<file path="src/rtl/game_state_controller_if.sv">
// Signal bundle between the frog controller side and the game-flow controller.
// The controller takes the slave modport; the frog side/bench takes master.
interface game_state_controller_if;
    logic       frog_at_top;
    logic       collision_detected;
    logic [1:0] lives;
    logic       restart;
    logic       reset_frog;
    logic       reset_lives;
    logic [3:0] level;
    logic [3:0] best_level;
    logic       level_up;
    logic       freeze;
    logic       game_over;

    modport master (
        output frog_at_top, collision_detected, lives, restart,
        input  reset_frog, reset_lives, level, best_level, level_up, freeze, game_over
    );

    modport slave (
        input  frog_at_top, collision_detected, lives, restart,
        output reset_frog, reset_lives, level, best_level, level_up, freeze, game_over
    );
endinterface

</file>
<file path="src/rtl/game_state_controller.sv">
// Game-flow FSM: level progression, death/level pauses, game-over hold and restart.
//  state         | meaning
//  S_INIT        | one cycle; issues reset_frog/reset_lives, level back to 1
//  S_PLAY        | normal play; watches lives, frog_at_top, collision edge
//  S_LEVEL_PAUSE | freeze after a level-up, timer counts down
//  S_DEATH_PAUSE | freeze after a collision, timer counts down
//  S_GAME_OVER   | game_over/freeze held, timer counts down then restarts
module game_state_controller #(
    parameter int MAX_LEVEL       = 9,
    parameter int PAUSE_CYCLES    = 25_000_000,
    parameter int GAMEOVER_CYCLES = 75_000_000,
    parameter int TIMER_W         = 27
) (
    input logic                    clk,
    input logic                    reset,
    game_state_controller_if.slave bus
);
    typedef enum logic [2:0] {
        S_INIT, S_PLAY, S_LEVEL_PAUSE, S_DEATH_PAUSE, S_GAME_OVER
    } state_t;

    localparam logic [3:0]         LEVEL_MAX  = 4'(MAX_LEVEL);
    localparam logic [TIMER_W-1:0] PAUSE_LOAD = TIMER_W'(PAUSE_CYCLES - 1);
    localparam logic [TIMER_W-1:0] GO_LOAD    = TIMER_W'(GAMEOVER_CYCLES - 1);

    state_t             state, state_nxt;
    logic [TIMER_W-1:0] timer, timer_nxt;
    logic [3:0]         level, level_nxt, best, best_nxt;
    logic               reset_frog, reset_frog_nxt, reset_lives, reset_lives_nxt;
    logic               level_up, level_up_nxt, freeze, freeze_nxt, game_over, game_over_nxt;
    logic               coll_q, restart_q, coll_rise, restart_rise;

    assign coll_rise    = bus.collision_detected & ~coll_q;
    assign restart_rise = bus.restart & ~restart_q;

    always_ff @(posedge clk) begin
        if (reset) begin
            state       <= S_INIT;
            timer       <= '0;
            level       <= 4'd1;
            best        <= 4'd1;
            reset_frog  <= 1'b0;
            reset_lives <= 1'b0;
            level_up    <= 1'b0;
            freeze      <= 1'b0;
            game_over   <= 1'b0;
            coll_q      <= 1'b0;
            restart_q   <= 1'b0;
        end else begin
            state       <= state_nxt;
            timer       <= timer_nxt;
            level       <= level_nxt;
            best        <= best_nxt;
            reset_frog  <= reset_frog_nxt;
            reset_lives <= reset_lives_nxt;
            level_up    <= level_up_nxt;
            freeze      <= freeze_nxt;
            game_over   <= game_over_nxt;
            coll_q      <= bus.collision_detected;
            restart_q   <= bus.restart;
        end
    end

    // While a reset pulse is out, lives/frog_at_top still show pre-reset values,
    // so that cycle ignores them; this also keeps pulses from running back to back.
    always_comb begin
        state_nxt       = state;
        timer_nxt       = timer;
        level_nxt       = level;
        best_nxt        = best;
        reset_frog_nxt  = 1'b0;
        reset_lives_nxt = 1'b0;
        level_up_nxt    = 1'b0;
        freeze_nxt      = freeze;
        game_over_nxt   = game_over;
        if (restart_rise) begin
            state_nxt     = S_INIT;
            timer_nxt     = '0;
            freeze_nxt    = 1'b0;
            game_over_nxt = 1'b0;
        end else begin
            case (state)
                S_INIT: begin
                    state_nxt       = S_PLAY;
                    reset_frog_nxt  = 1'b1;
                    reset_lives_nxt = 1'b1;
                    level_nxt       = 4'd1;
                    freeze_nxt      = 1'b0;
                    game_over_nxt   = 1'b0;
                end
                S_PLAY: begin
                    if (bus.lives == 2'd0 && !reset_lives) begin
                        state_nxt     = S_GAME_OVER;
                        timer_nxt     = GO_LOAD;
                        freeze_nxt    = 1'b1;
                        game_over_nxt = 1'b1;
                    end else if (bus.frog_at_top && !reset_frog) begin
                        state_nxt      = S_LEVEL_PAUSE;
                        timer_nxt      = PAUSE_LOAD;
                        freeze_nxt     = 1'b1;
                        reset_frog_nxt = 1'b1;
                        level_up_nxt   = 1'b1;
                        level_nxt      = (level >= LEVEL_MAX) ? LEVEL_MAX : level + 4'd1;
                        best_nxt       = (level_nxt > best) ? level_nxt : best;
                    end else if (coll_rise) begin
                        state_nxt  = S_DEATH_PAUSE;
                        timer_nxt  = PAUSE_LOAD;
                        freeze_nxt = 1'b1;
                    end
                end
                S_LEVEL_PAUSE, S_DEATH_PAUSE: begin
                    if (timer == '0) begin
                        state_nxt  = S_PLAY;
                        freeze_nxt = 1'b0;
                    end else begin
                        timer_nxt = timer - TIMER_W'(1);
                    end
                end
                S_GAME_OVER: begin
                    if (timer == '0) begin
                        state_nxt     = S_INIT;
                        freeze_nxt    = 1'b0;
                        game_over_nxt = 1'b0;
                    end else begin
                        timer_nxt = timer - TIMER_W'(1);
                    end
                end
                default: state_nxt = S_INIT;
            endcase
        end
    end

    assign bus.reset_frog  = reset_frog;
    assign bus.reset_lives = reset_lives;
    assign bus.level       = level;
    assign bus.best_level  = best;
    assign bus.level_up    = level_up;
    assign bus.freeze      = freeze;
    assign bus.game_over   = game_over;
endmodule
</file>
<file path="src/flat_wrapper.sv">
// flat-port wrapper written by rule: the top's interface ports become plain ports
module game_state_controller_flat 
#(
    parameter int MAX_LEVEL       = 9,
    parameter int PAUSE_CYCLES    = 25_000_000,
    parameter int GAMEOVER_CYCLES = 75_000_000,
    parameter int TIMER_W         = 27
)
  (clk, reset, bus_frog_at_top, bus_collision_detected, bus_lives, bus_restart, bus_reset_frog, bus_reset_lives, bus_level, bus_best_level, bus_level_up, bus_freeze, bus_game_over);
  game_state_controller_if bus_i ();
  input logic clk;
  input logic reset;
  input wire logic [$bits(bus_i.frog_at_top)-1:0] bus_frog_at_top;
  input wire logic [$bits(bus_i.collision_detected)-1:0] bus_collision_detected;
  input wire logic [$bits(bus_i.lives)-1:0] bus_lives;
  input wire logic [$bits(bus_i.restart)-1:0] bus_restart;
  output wire logic [$bits(bus_i.reset_frog)-1:0] bus_reset_frog;
  output wire logic [$bits(bus_i.reset_lives)-1:0] bus_reset_lives;
  output wire logic [$bits(bus_i.level)-1:0] bus_level;
  output wire logic [$bits(bus_i.best_level)-1:0] bus_best_level;
  output wire logic [$bits(bus_i.level_up)-1:0] bus_level_up;
  output wire logic [$bits(bus_i.freeze)-1:0] bus_freeze;
  output wire logic [$bits(bus_i.game_over)-1:0] bus_game_over;
  assign bus_i.frog_at_top = bus_frog_at_top;
  assign bus_i.collision_detected = bus_collision_detected;
  assign bus_i.lives = bus_lives;
  assign bus_i.restart = bus_restart;
  assign bus_reset_frog = bus_i.reset_frog;
  assign bus_reset_lives = bus_i.reset_lives;
  assign bus_level = bus_i.level;
  assign bus_best_level = bus_i.best_level;
  assign bus_level_up = bus_i.level_up;
  assign bus_freeze = bus_i.freeze;
  assign bus_game_over = bus_i.game_over;
  game_state_controller #(.MAX_LEVEL(MAX_LEVEL), .PAUSE_CYCLES(PAUSE_CYCLES), .GAMEOVER_CYCLES(GAMEOVER_CYCLES), .TIMER_W(TIMER_W)) u_core (.clk(clk), .reset(reset), .bus(bus_i));
endmodule
</file>
<file path="config.mk">
export PLATFORM = sky130hd
export DESIGN_NAME = game_state_controller_flat
export DESIGN_NICKNAME = d
export VERILOG_FILES = /design/src/rtl/game_state_controller_if.sv /design/src/rtl/game_state_controller.sv /design/src/flat_wrapper.sv
export SDC_FILE = /design/constraint.sdc
export NUM_CORES = 1
export LEC_CHECK = 0
export CORE_ASPECT_RATIO = 1.2
export CORE_UTILIZATION = 50
export CTS_CLUSTER_SIZE = 28
export DETAILED_ROUTE_END_ITERATION = 8
export PLACE_DENSITY = 0.73
export SLEW_MARGIN = 20
export SYNTH_ARGS = -nofsm -noshare
export SYNTH_HDL_FRONTEND = slang
export SYNTH_SLANG_ARGS = --single-unit
</file>
<file path="constraint.sdc">
create_clock -name clk -period 2.26 [get_ports clk]
set_input_delay 0.452 -clock clk [delete_from_list [all_inputs] [get_ports clk]]
set_output_delay 0.452 -clock clk [all_outputs]
set_load 0.01 [all_outputs]
</file>
==> results of run 1 <==
cell usage after synthesis (all sizes together) (2+ instances only):
cell type	number	area, um^2
a211oi	4	30.0
or4	6	48.8
nor3	18	101
o31ai	3	22.5
and2	3	18.8
a21oi	19	95.1
nor2b	4	25.0
nand2b	5	31.3
a22oi	3	22.5
o21ai	19	95.1
o21a	4	30.0
ha	8	100
clkbuf	11	41.3
mux2i	5	50.1
xnor2	11	96.3
nand3	4	20.0
nor2	28	105
dfxtp	45	901
or3	9	56.3
nor4	10	68.8
xor2	2	17.5
o211ai	2	15.0
nand4	2	12.5
a311oi	5	43.8
inv	11	41.3
buf	2	16.3
or2	4	25.0
a31oi	4	25.0
nand2	27	101
nor3b	4	30.0
worst min-delay path, delay by kind of cell (launching register included):
| family | cells | cell delay, ns |
|---|---|---|
| AO/OA/AOI/OAI | 1 | 0.05 |
| flip-flops | 1 | 0.32 |
| AND/OR/NAND/NOR | 1 | 0.05 |
repair_timing:
item,4_1_cts,5_1_grt
setup buffers,2,2
pin swaps,14,28
setup endpoints to repair,28,34
cloned,1,0
gates resized for setup,13,25
kinds of logic (layout without fill, tap and decap cells):
family          Yosys count  in the layout  share of synthesized area, %
compound gates           72             72                          19.0
xor+xnor                 13             13                          4.69
fa+ha+maj                 8              8                          4.12
buf+inv                  24             97                          4.07
flops                    45             45                          37.1
mux                       6              6                          2.53
simple gates            129            129                          28.5
where the power goes:
group / internal [mW] / switching [mW]
clock: 0.211 / 0.269
combinational: 0.480 / 0.506
sequential: 0.844 / 0.0439
cell type report:
type                       count  area [um^2]
sequential                    45          911
clock buffer                   6         72.6
timing repair buffer          79          677
clock inverter                 1         5.00
fill                         364         1230
tap                           58         72.6
inverter                      11         43.8
multi-input combinational    228         1620
registers in the layout, indices dropped and copies added (netlist names):
register                cells
u_core.bus.best_level       4
u_core.bus.freeze           1
u_core.bus.game_over        1
u_core.bus.level            4
u_core.bus.level_up         1
u_core.bus.reset_frog       1
u_core.bus.reset_lives      1
u_core.coll_q               1
u_core.restart_q            1
u_core.state                3
u_core.timer               27
metrics by stage:
stage	util (%)	hold slack, ns	cell area (um^2)	power [mW]
finish	73.5	0.465	3400	2.35
global route	73.5	0.484	3400	2.48
CTS	71.0	0.466	3290	2.32
detailed placement	67.4	0.454	3120	1.77
global placement	67.4	0.454	3120	1.75
floorplan	-	0.455	2470	1.42
worst paths after layout:
path	start	cells after the start	to
worst max-delay path	u_core.timer[20]	7	u_core.timer[22]
worst min-delay path	u_core.bus.game_over	2	u_core.bus.game_over
worst max register to register	u_core.timer[20]	7	u_core.timer[22]
worst min register to register	u_core.bus.game_over	2	u_core.bus.game_over
metal layers:
| metal | wire length [um] | GRT usage [%] |
|---|---|---|
| met5 | 0 | 0 |
| met4 | 288 | 15.9 |
| met3 | 250 | 5.81 |
| met2 | 3680 | 51.6 |
| met1 | 2790 | 30.5 |
==> summary.md, run 1 <==
| Metric | Value |
|---|---|
| Outcome | `finished, violations left` |
| Failing checks | `setup timing` |
| Nets | `about 390` |
| Most common cell after layout, fill and taps aside | `buf_4` |
| Placement Setup Slack | `-0.206 ns` |
| Final Critical Period | `2.41 ns` |
| # Max-Cap Violations | `0` |
| Pin count of the biggest net entering global routing | `27` |
| Crit Path Category | `register to register` |
| I/O pins | `20` |
| Flop-to-flop setup slack | `-0.15 ns` |
| Mapped Area | `2430 um^2` |
| Library cells used by synthesis | `51` |
| Max Freq | `415 MHz` |
| Share of flip-flops with an asynchronous set or reset | `0%` |
| Antenna-violating nets left | `0` |
| WL per Instance | `16.4 um` |
| Yosys reg bits | `45` |
| Vias in the first global route | `2430` |
| Crit path buf inv count | `1` |
| DRT Pass-1 Iters | `4` |
| Die Height | `78.3 um` |
| Global-route usage over all layers | `28.7%` |
| Root buffer cell | `clkbuf_8` |
| Clock Sinks | `45` |
| Clk pin slew, worst setup/hold paths | `~0.08 ns` |
| Setup-failing EPs final | `22` |
| Worst-path cell chain | `or4_4 > or4b_4 > or2_4 > buf_6 > nor3b_4 > o21ai_1 > a21oi_1` |
| Sequential area share after synthesis | `approximately 37%` |
| Post-DP HPWL | `4940 um` |
| Setup_tns | `-1.32 ns` |
| Worst skew pair latency | `0.31 ns` |
| Layout cell share with drive strength beyond 1 | `roughly 29%` |
| RSZ-0062 raised after global routing | `yes` |
| Antenna violations before repair | `0` |
| Worst EP required | `~2.5 ns` |
| Inserted Diodes | `0` |
| Mapped Cells | `between 200 and 300` |
| Post-synthesis net count | `312` |
| Worst min-delay path class | `register to register` |
| YS warnings | `0` |
| Die footprint | `just over 5000 um^2` |
| H-tree lvl count | `2` |
| Startpoint types | `register` |
| Slew HR | `73.1%` |
| PD cells | `692 nW/um^2` |
| CP peak stage delay | `0.58 ns` |
| Period utilisation layout | `107%` |
| Cells after DPL | `417` |
| Total core area | `around 4600 um^2` |
| Worst Skew | `roughly 0.012 ns` |
| Crit path capture type | `register` |
| Ys flop type | `dfxtp_1` |
| TritonCTS Buffers | `5` |
| Number of I/O port buffers | `19` |
| Worst setup margin | `-0.149 ns` |
| Critical path peak fanout | `3` |
| DRC violations left | `0` |
| Slowest CP cell | `or4b_4` |
| Row count | `27` |
| Maximum VDD drop | `0.391 mV` |
| Pins over their slew limit | `0` |
| Starting density of the core | `52.4%` |
| Die W | `roughly 66 um` |
| Vias per cell | `5.87` |
| Routed wire length | `7010 um` |
| Area growth, synth to finish | `40.1%` |
| Worst-Margin Slew | `~0.39 ns` |
| Most frequent cells in the layout | `buf_4 (55), dfxtp_1 (41), nand2_1 (27)` |
| Gr ovfl total | `0` |
| Total number of vias | `2513` |
| First-pass GRT wire length | `approximately 11000 um` |
| Cts hold-fix bufs | `0` |
| Worst path arrival time | `2.64 ns` |
| CTS tree | `done` |
| DRT iter0 DRCs | `90` |
| Hold Vio Cnt, Final | `0` |
| Clock tree buffer depth | `2` |
| Synth Area per Inst | `just over 8 um^2` |
| Post-synth EDFFs | `0` |
| Top delay family on crit path | `simple AND/OR/NAND/NOR gates` |
| Leakage power | `1.32 nW` |
| Post-route insts no fill | `roughly 430` |
| GP Congestion | `0.946` |
(Power assumes the default switching activity.)
==> run 2, diff against run 1 <==
--- a/config.mk
+++ b/config.mk
@@ -8,7 +8,6 @@
 export CORE_ASPECT_RATIO = 1.2
-export CORE_UTILIZATION = 50
+export CORE_UTILIZATION = 42
 export CTS_CLUSTER_SIZE = 28
 export DETAILED_ROUTE_END_ITERATION = 8
-export PLACE_DENSITY = 0.73
-export SLEW_MARGIN = 20
+export SLEW_MARGIN = 40
 export SYNTH_ARGS = -nofsm -noshare
--- a/constraint.sdc
+++ b/constraint.sdc
@@ -3,2 +3,2 @@
 set_output_delay 0.452 -clock clk [all_outputs]
-set_load 0.01 [all_outputs]
+set_load 0.05 [all_outputs]
==> summary.md, run 2 (same netlist as run 1, synthesis figures left out) <==
| Metric | Value |
|---|---|
| Row count | `29` |
| Outcome | `finished, violations left` |
| RSZ-0062 raised after global routing | `yes` |
| Worst Skew | `approximately 0.011 ns` |
| DRC violations left | `3` |
| Worst-Margin Slew | `0.499 ns` |
| Vias per cell | `5.65` |
| GP Congestion | `0.854` |
| Total core area | `approximately 5400 um^2` |
| Hold Vio Cnt, Final | `0` |
| Antenna violations before repair | `0` |
| Root buffer cell | `clkbuf_8` |
| Max reg flops | `27` |
| Worst skew pair latency | `0.30 ns` |
| Worst setup margin | `-0.0708 ns` |
| Worst min-delay path class | `register to register` |
| Top delay family on crit path | `simple AND/OR/NAND/NOR gates` |
| H-tree lvl count | `2` |
| Power Total | `2.45 mW` |
| Gr ovfl total | `0` |
| CP peak stage delay | `0.57 ns` |
| Worst EP required | `~2.5 ns` |
| Die footprint | `6090 um^2` |
| Nets | `between 300 and 400` |
| PD cells | `between 700 and 800 nW/um^2` |
| Clock tree buffer depth | `2` |
| DRT iter0 DRCs | `143` |
| Inserted Diodes | `0` |
| I/O pins | `20` |
| Layout cell share with drive strength beyond 1 | `32.0%` |
| Vias in the first global route | `2475` |
| WL per Instance | `15.5 um` |
| Antenna-violating nets left | `0` |
| Pin count of the biggest net entering global routing | `17` |
| Most common cell after layout, fill and taps aside | `buf_4` |
| DRT Pass-1 Iters | `6` |
| Routed wire length | `6850 um` |
| Crit Path Category | `register to register` |
| Setup_tns | `-0.322 ns` |
| Max Freq | `429 MHz` |
| Most flop-heavy register | `u_core.timer` |
| Post-DP HPWL | `5060 um` |
| Number of I/O port buffers | `19` |
| Startpoint types | `register` |
| # Max-Cap Violations | `0` |
| Slew HR | `66.6%` |
| Crit path buf inv count | `2` |
| Clock Sinks | `45` |
| Most frequent cells in the layout | `buf_4 (65), dfxtp_1 (41), nand2_1 (26)` |
| Total number of vias | `2503` |
| Slowest CP cell | `or4b_4` |
| Global-route usage over all layers | `between 20% and 30%` |
| Area growth, synth to finish | `43.0%` |
| Failing checks | `DRC, setup timing` |
| Final Critical Period | `2.33 ns` |
| Leakage power | `between 1 and 1.5 nW` |
| CTS tree | `done` |
| Critical path peak fanout | `3` |
| TritonCTS Buffers | `5` |
| Die W | `71.4 um` |
| Setup-failing EPs final | `13` |
| Worst-path cell chain | `or4_4 > or4b_4 > nor4_4 > buf_4 > buf_6 > nor4_1 > xnor2_1 > nor2_1` |
| Maximum VDD drop | `about 0.39 mV` |
| Pins over their slew limit | `0` |
| Die Height | `85.3 um` |
| Starting density of the core | `44.6%` |
| Period utilisation layout | `103%` |
| Cts hold-fix bufs | `0` |
| First-pass GRT wire length | `between 10000 and 15000 um` |
| Worst path arrival time | `about 2.5 ns` |
| Clk pin slew, worst setup/hold paths | `0.08 ns` |
| Crit path capture type | `register` |
==> run 2: metrics by stage <==
stage | cell area (um^2) | setup WS, ns | util, % | hold slack (ns) | cells
finish | 3470 | -0.0708 | 63.8 | 0.481 | 443
global route | 3470 | -0.148 | 63.8 | 0.496 | 443
CTS | 3350 | -0.0321 | 61.5 | 0.482 | 438
detailed placement | 3190 | -0.146 | 58.7 | 0.468 | 429
global placement | 3190 | -0.124 | 58.7 | 0.461 | 429
floorplan | 2510 | -0.0562 | - | 0.455 | 297
==> run 2: worst paths after layout <==
| path | to | from | cells after the start | slack [ns] |
|---|---|---|---|---|
| worst min-delay path | u_core.bus.game_over | u_core.bus.game_over | 2 | 0.48 |
| worst max register to register | u_core.timer[9] | u_core.timer[18] | 8 | -0.07 |
| worst max-delay path | u_core.timer[9] | u_core.timer[18] | 8 | -0.07 |
| worst min register to register | u_core.bus.game_over | u_core.bus.game_over | 2 | 0.48 |
==> run 2: cell type report <==
class / instances / area, um^2
clock buffer: 7 / 96.3
clock inverter: 1 / 5.00
fill: 502 / 1970
inverter: 11 / 43.8
multi-input combinational: 228 / 1600
sequential: 45 / 911
tap: 62 / 77.6
timing repair buffer: 89 / 734
==> run 2: worst min-delay path, stage by stage (launching register included) <==
cell,delay [ns]
dfxtp_1,0.33
nand2_1,0.06
a21oi_1,0.05
==> run 2: what timing repair did <==
action | 4_1_cts | 5_1_grt
endpoints found under the setup margin | 26 | 35
resized for setup | 13 | 21
pin swaps | 9 | 25
setup buffers | 1 | 5
hold endpoints to repair | 0 | 0
==> run 2: layer usage <==
| metal | wire, um | vias up | global-route usage [%] |
|---|---|---|---|
| met3 | 202 | 18 | 4.04 |
| met1 | 2800 | 1185 | 25.4 |
| li1 | - | 1250 | - |
| met4 | 228 | 0 | 10.7 |
| met2 | 3620 | 50 | 45.6 |
| met5 | 0 | - | 0 |
==> run 2: where the power goes <==
part           total, mW  switching [mW]  internal [mW]
registers          0.884          0.0400          0.844
clock network      0.554           0.277          0.277
logic               1.01           0.527          0.482
total               2.45           0.844           1.60
